--- src/rtl/instr_decode_reg_if.sv ---
// instr_decode_reg_if: fetch-side handshake and decoded execute-side bus of the decode register
interface instr_decode_reg_if #(parameter int PC_WIDTH = 16);
  logic                inValid;
  logic                inReady;
  logic [15:0]         instr;
  logic [PC_WIDTH-1:0] inPc;
  logic                flush;
  logic                outValid;
  logic                outReady;
  logic [PC_WIDTH-1:0] outPc;
  logic [3:0]          opcode;
  logic [3:0]          rDest;
  logic [3:0]          opExt;
  logic [3:0]          rSrc;
  logic [7:0]          immediate;
  logic                useImm;
  logic                signExtImm;
  logic                illegal;
  modport master (
    output inValid, instr, inPc, flush, outReady,
    input  inReady, outValid, outPc, opcode, rDest, opExt, rSrc, immediate, useImm, signExtImm, illegal
  );
  modport slave (
    input  inValid, instr, inPc, flush, outReady,
    output inReady, outValid, outPc, opcode, rDest, opExt, rSrc, immediate, useImm, signExtImm, illegal
  );
endinterface

--- src/rtl/instr_decode_reg.sv ---
// instr_decode_reg: fetch-to-execute register with 2-entry skid buffer and immediate-form decode
module instr_decode_reg #(
  parameter int          PC_WIDTH  = 16,
  parameter logic [15:0] NOP_INSTR = 16'h0000
) (
  input logic            clk,
  input logic            rst_n,
  instr_decode_reg_if.slave bus
);
  logic                main_valid_q, main_valid_d, skid_valid_q, skid_valid_d;
  logic [15:0]         main_instr_q, main_instr_d, skid_instr_q, skid_instr_d;
  logic [PC_WIDTH-1:0] main_pc_q, main_pc_d, skid_pc_q, skid_pc_d;
  logic                accept, pop, main_takes_skid, main_free;
  logic [15:0]         head;
  logic                sext, zext;

  // next state: flush wins, otherwise pop before push so order is preserved
  always_comb begin
    accept          = bus.inValid && !skid_valid_q;
    pop             = main_valid_q && bus.outReady;
    main_takes_skid = pop && skid_valid_q;
    main_free       = !main_valid_q || pop;
    main_valid_d    = bus.flush ? 1'b0 : main_takes_skid ? 1'b1 : main_free ? accept : 1'b1;
    main_instr_d    = main_takes_skid ? skid_instr_q : (main_free && accept) ? bus.instr : main_instr_q;
    main_pc_d       = main_takes_skid ? skid_pc_q : (main_free && accept) ? bus.inPc : main_pc_q;
    skid_valid_d    = bus.flush ? 1'b0 : main_takes_skid ? accept : (!main_free && accept) ? 1'b1 : skid_valid_q;
    skid_instr_d    = (accept && !main_free) || (accept && main_takes_skid) ? bus.instr : skid_instr_q;
    skid_pc_d       = (accept && !main_free) || (accept && main_takes_skid) ? bus.inPc : skid_pc_q;
  end

  // entry storage, asynchronously cleared to an empty NOP state
  always_ff @(posedge clk or negedge rst_n) begin
    if (!rst_n) begin
      main_valid_q <= 1'b0;
      skid_valid_q <= 1'b0;
      main_instr_q <= NOP_INSTR;
      skid_instr_q <= NOP_INSTR;
      main_pc_q    <= '0;
      skid_pc_q    <= '0;
    end else begin
      main_valid_q <= main_valid_d;
      skid_valid_q <= skid_valid_d;
      main_instr_q <= main_instr_d;
      skid_instr_q <= skid_instr_d;
      main_pc_q    <= main_pc_d;
      skid_pc_q    <= skid_pc_d;
    end
  end

  // field split and immediate-form classification of the head entry
  always_comb begin
    head = main_valid_q ? main_instr_q : NOP_INSTR;
    sext = head[15:12] inside {4'h1, 4'h2, 4'h3, 4'h8, 4'hD};
    zext = head[15:12] inside {4'h5, 4'h6, 4'h7, 4'hF};
  end

  assign bus.inReady    = !skid_valid_q;
  assign bus.outValid   = main_valid_q;
  assign bus.outPc      = main_valid_q ? main_pc_q : '0;
  assign bus.opcode     = head[15:12];
  assign bus.rDest      = head[11:8];
  assign bus.opExt      = head[7:4];
  assign bus.rSrc       = head[3:0];
  assign bus.immediate  = head[7:0];
  assign bus.useImm     = sext || zext;
  assign bus.signExtImm = sext;
  assign bus.illegal    = !(sext || zext || head[15:12] == 4'h0);
endmodule

--- src/flat_wrapper.sv ---
// flat-port wrapper written by rule: the top's interface ports become plain ports
module instr_decode_reg_flat 
#(
  parameter int          PC_WIDTH  = 16,
  parameter logic [15:0] NOP_INSTR = 16'h0000
)
  (clk, rst_n, bus_inValid, bus_instr, bus_inPc, bus_flush, bus_outReady, bus_inReady, bus_outValid, bus_outPc, bus_opcode, bus_rDest, bus_opExt, bus_rSrc, bus_immediate, bus_useImm, bus_signExtImm, bus_illegal);
  instr_decode_reg_if #(.PC_WIDTH(PC_WIDTH)) bus_i ();
  input logic clk;
  input logic rst_n;
  input wire logic [$bits(bus_i.inValid)-1:0] bus_inValid;
  input wire logic [$bits(bus_i.instr)-1:0] bus_instr;
  input wire logic [$bits(bus_i.inPc)-1:0] bus_inPc;
  input wire logic [$bits(bus_i.flush)-1:0] bus_flush;
  input wire logic [$bits(bus_i.outReady)-1:0] bus_outReady;
  output wire logic [$bits(bus_i.inReady)-1:0] bus_inReady;
  output wire logic [$bits(bus_i.outValid)-1:0] bus_outValid;
  output wire logic [$bits(bus_i.outPc)-1:0] bus_outPc;
  output wire logic [$bits(bus_i.opcode)-1:0] bus_opcode;
  output wire logic [$bits(bus_i.rDest)-1:0] bus_rDest;
  output wire logic [$bits(bus_i.opExt)-1:0] bus_opExt;
  output wire logic [$bits(bus_i.rSrc)-1:0] bus_rSrc;
  output wire logic [$bits(bus_i.immediate)-1:0] bus_immediate;
  output wire logic [$bits(bus_i.useImm)-1:0] bus_useImm;
  output wire logic [$bits(bus_i.signExtImm)-1:0] bus_signExtImm;
  output wire logic [$bits(bus_i.illegal)-1:0] bus_illegal;
  assign bus_i.inValid = bus_inValid;
  assign bus_i.instr = bus_instr;
  assign bus_i.inPc = bus_inPc;
  assign bus_i.flush = bus_flush;
  assign bus_i.outReady = bus_outReady;
  assign bus_inReady = bus_i.inReady;
  assign bus_outValid = bus_i.outValid;
  assign bus_outPc = bus_i.outPc;
  assign bus_opcode = bus_i.opcode;
  assign bus_rDest = bus_i.rDest;
  assign bus_opExt = bus_i.opExt;
  assign bus_rSrc = bus_i.rSrc;
  assign bus_immediate = bus_i.immediate;
  assign bus_useImm = bus_i.useImm;
  assign bus_signExtImm = bus_i.signExtImm;
  assign bus_illegal = bus_i.illegal;
  instr_decode_reg #(.PC_WIDTH(PC_WIDTH), .NOP_INSTR(NOP_INSTR)) u_core (.clk(clk), .rst_n(rst_n), .bus(bus_i));
endmodule
--- config.mk ---
export PLATFORM = sky130hd
export DESIGN_NAME = instr_decode_reg_flat
export DESIGN_NICKNAME = d
export VERILOG_FILES = /design/src/rtl/instr_decode_reg_if.sv /design/src/rtl/instr_decode_reg.sv /design/src/flat_wrapper.sv
export SDC_FILE = /design/constraint.sdc
export NUM_CORES = 1
export LEC_CHECK = 0
export ABC_AREA = 0
export CORE_MARGIN = 5
export CORE_UTILIZATION = 54
export DETAILED_ROUTE_END_ITERATION = 7
export PLACE_DENSITY = 0.8
export SLEW_MARGIN = 5
export SYNTH_ARGS = -nofsm -noshare
export SYNTH_HDL_FRONTEND = slang
export SYNTH_SLANG_ARGS = --single-unit
--- constraint.sdc ---
create_clock -name clk -period 2.35 [get_ports clk]
set_input_delay 0.47 -clock clk [delete_from_list [all_inputs] [get_ports clk]]
set_output_delay 0.47 -clock clk [all_outputs]
set_load 0.01 [all_outputs]
==> results by group <==
Clock network
  • Clock Tree Root: clkbuf_8
  • Hold buffers post-CTS: 0
  • CTS tree: done
  • CTS Buffer Depth: 2
  • Clk slew on worst S/H paths: 0.08 ns
  • Worst skew pair latency: 0.34 ns
  • H-Tree Depth: 3
  • CTS Sinks: 66
  • Total CTS buffers: 9

Floorplanning
  • Die height: 93.3 um
  • Core ar.: 0.00676 mm2
  • Die X: 93.3 um
  • Initial Utilization: 55.4%
  • # rows: 30
  • Die area: 0.00870 mm2
  • IO Pins: 82

Synth
  • Post-synth ARST share: 100%
  • Cells after Synth: 362
  • Ys Warns: 0
  • Syn nets: 399
  • Ranking of synthesized cells by area: dfrtp_1 (44%), mux2_4 (12%), a211oi_1 (6.2%)
  • Post-synthesis cell area: 0.00374 mm2
  • Netlist cell types: 30
  • Yosys top cell area share: 44.1%
  • Sequential-to-total area share from yosys stat: 44.1%
  • Avg Cell Area, Syn: 10.3 um2
  • Yosys reg bits: 66
  • Largest area contributor in the synthesized netlist: dfrtp_1
  • Most common cell in the netlist: dfrtp_1
  • Post-synth EDFFs: 0
  • Top cells by count, synth: dfrtp_1 (66), a21oi_1 (35), nor3_1 (35), o21ai_0 (33)
  • Ys flop type: dfrtp_1

GRT
  • Initial antenna violation count: 0
  • First-pass GRT wire length: 15,600 um
  • Total global-route track usage: 22.4%
  • Vias in the first global route: 3,226
  • Largest net degree at the start of global routing: 65
  • GR Overflow Total: 0

Placed design
  • Placed inst area: 0.00447 mm2
  • GP Congestion: 0.762
  • Post-Place Setup Slack: 0.195 ns
  • Placed cell count: 490
  • Port Buffer Count: 81
  • Detailed placement HPWL: 5980 um

Worst setup path
  • CP Data Required Time: 1.88 ns
  • CP max stage delay: 0.56 ns
  • Worst setup EP type: primary output
  • Crit path DAT: 1.80 ns
  • Critical path's slowest cell: clkdlybuf4s50_1
  • Setup CP Type: reg2out
  • Worst-path cell chain: nor3_2 -> nand2_1 -> a21boi_0 -> clkdlybuf4s50_1
  • CP max FO: 6
  • Crit path launch type: flop
  • R2r setup slk: 0.47 ns

Routing
  • Vias/cell: 6.17
  • Detail Route Antenna Nets: 0
  • Routed WL: 9530 um
  • 1st-iter DRT viols: 291
  • Routed wire per std cell: 18.8 um
  • First-pass DRT Iterations: 4
  • Vias after detailed routing: 3,127
  • Post-route DRC: 0

Pwr
  • Worst IR Drop VDD: 476 uV
  • Leak: 1.79 nW
  • Power density over the cells: 755 mW/mm2

STA
  • Final setup fails: 0
  • RSZ-0062 raised after global routing: false
  • Period utilization: 96.7%
  • Fmax: 0.440 GHz
  • Worst slew margin: 56.5%
  • Setup_tns: 0 ns
  • Min cycle time layout: 2.27 ns
  • Fin. max-slew vios: 0
  • Final hold slack: 0.110 ns
  • Final count of hold timing violations: 0
  • Setup ws final: 0.0782 ns
  • Worst-margin pin slew: 0.652 ns
  • Skew final: 0.00779 ns

Outcome
  • Outcome: finished, final reports clean

Cells and area
  • Fill cells: 497
  • NumNets Final: 459
  • Layout cells sized above 1: 16.9%
  • Fin area: 0.00472 mm2
  • Ant diodes: 0
  • Final std cells w/o fill: 507
  • Layout area overhead: 26.1%

Min path
  • Hold crit path type: in2async

Run
  • MaxCap Viol Count: 0
## cell type report
class,count,area [um2],area share (%)
Sequential cell,66,1660,35.1
Tap cell,80,100,2.12
Timing Repair Buffer,95,961,20.4
Inverter,3,11.3,0.239
Clock buffer,10,138,2.92
Clock inverter,6,90.1,1.91
Multi-Input combinational cell,247,1760,37.3
## layout by cell type (no fill, tap or decap), types with 4 or more instances in the layout
cell	count
nor3_1	34
clkdlybuf4s50_1	80
mux2_4	30
a21oi_1	35
and2_1	32
clkinvlp_4	4
o22ai_1	32
clkbuf_8	10
buf_12	4
dfrtp_1	63
nand2_1	4
a211oi_1	31
buf_4	9
o21ai_0	33
## through the flow
stage	power [mW]	utilization (%)
final	3.56	69.9
after global routing	3.74	69.9
after CTS	3.57	69.7
after detailed placement	2.48	66.2
after global placement	2.44	66.2
after floorplan	2.13	-
## worst max-delay path: cells and delay by family, from the launching register on
kind	cells	cell delay [ns]
buf+inv	1	0.56
simple gates	2	0.29
flops	1	0.45
compound gates	1	0.17
## sequential cells by signal, summed over array words and instances, names as in the netlist
register and flops:
u_core.main_pc_q 16, u_core.skid_instr_q 16, u_core.skid_valid_q 1, u_core.bus.outValid 1, u_core.main_instr_q 16, u_core.skid_pc_q 16
## worst paths after layout
check / start / to / depth (start not counted)
setup / recovery: u_core.main_instr_q[13] / bus_useImm / 4
hold / removal: rst_n / u_core.main_pc_q[0] / 1
setup reg to reg: u_core.bus.outValid / u_core.main_instr_q[11] / 5
hold reg to reg: u_core.skid_instr_q[8] / u_core.skid_instr_q[8] / 1
max in group asynchronous: rst_n / u_core.skid_instr_q[12] / 2
min in group clk: u_core.skid_instr_q[8] / u_core.skid_instr_q[8] / 1
## cell families after synthesis
family | after synthesis | share of synthesized area [%]
compound gates | 136 | 21.9
xor+xnor | 1 | 0.234
buf+inv | 49 | 8.93
flops | 66 | 44.1
mux | 32 | 12.6
simple gates | 78 | 12.1
## layer usage
layer / share of wire [%] / up-vias / track usage, %
met2: 50 / 141 / 37.6
met4: 1.2 / 0 / 9.52
met3: 6.9 / 16 / 4.18
met1: 42 / 1515 / 28.2
li1: - / 1455 / -
met5: 0 / - / 0
## repair_timing
action,in CTS,in global routing
gates resized for setup,1,3
setup buffers,0,1
setup endpoints to repair,1,32
## power breakdown
part	internal, mW	leakage (nW)	switching, mW	total (mW)
clock	0.626	0.101	0.455	1.08
combinational	0.528	0.936	0.365	0.892
sequential	1.39	0.754	0.201	1.59
total	2.54	1.79	1.02	3.56
(Power assumes the default switching activity.)
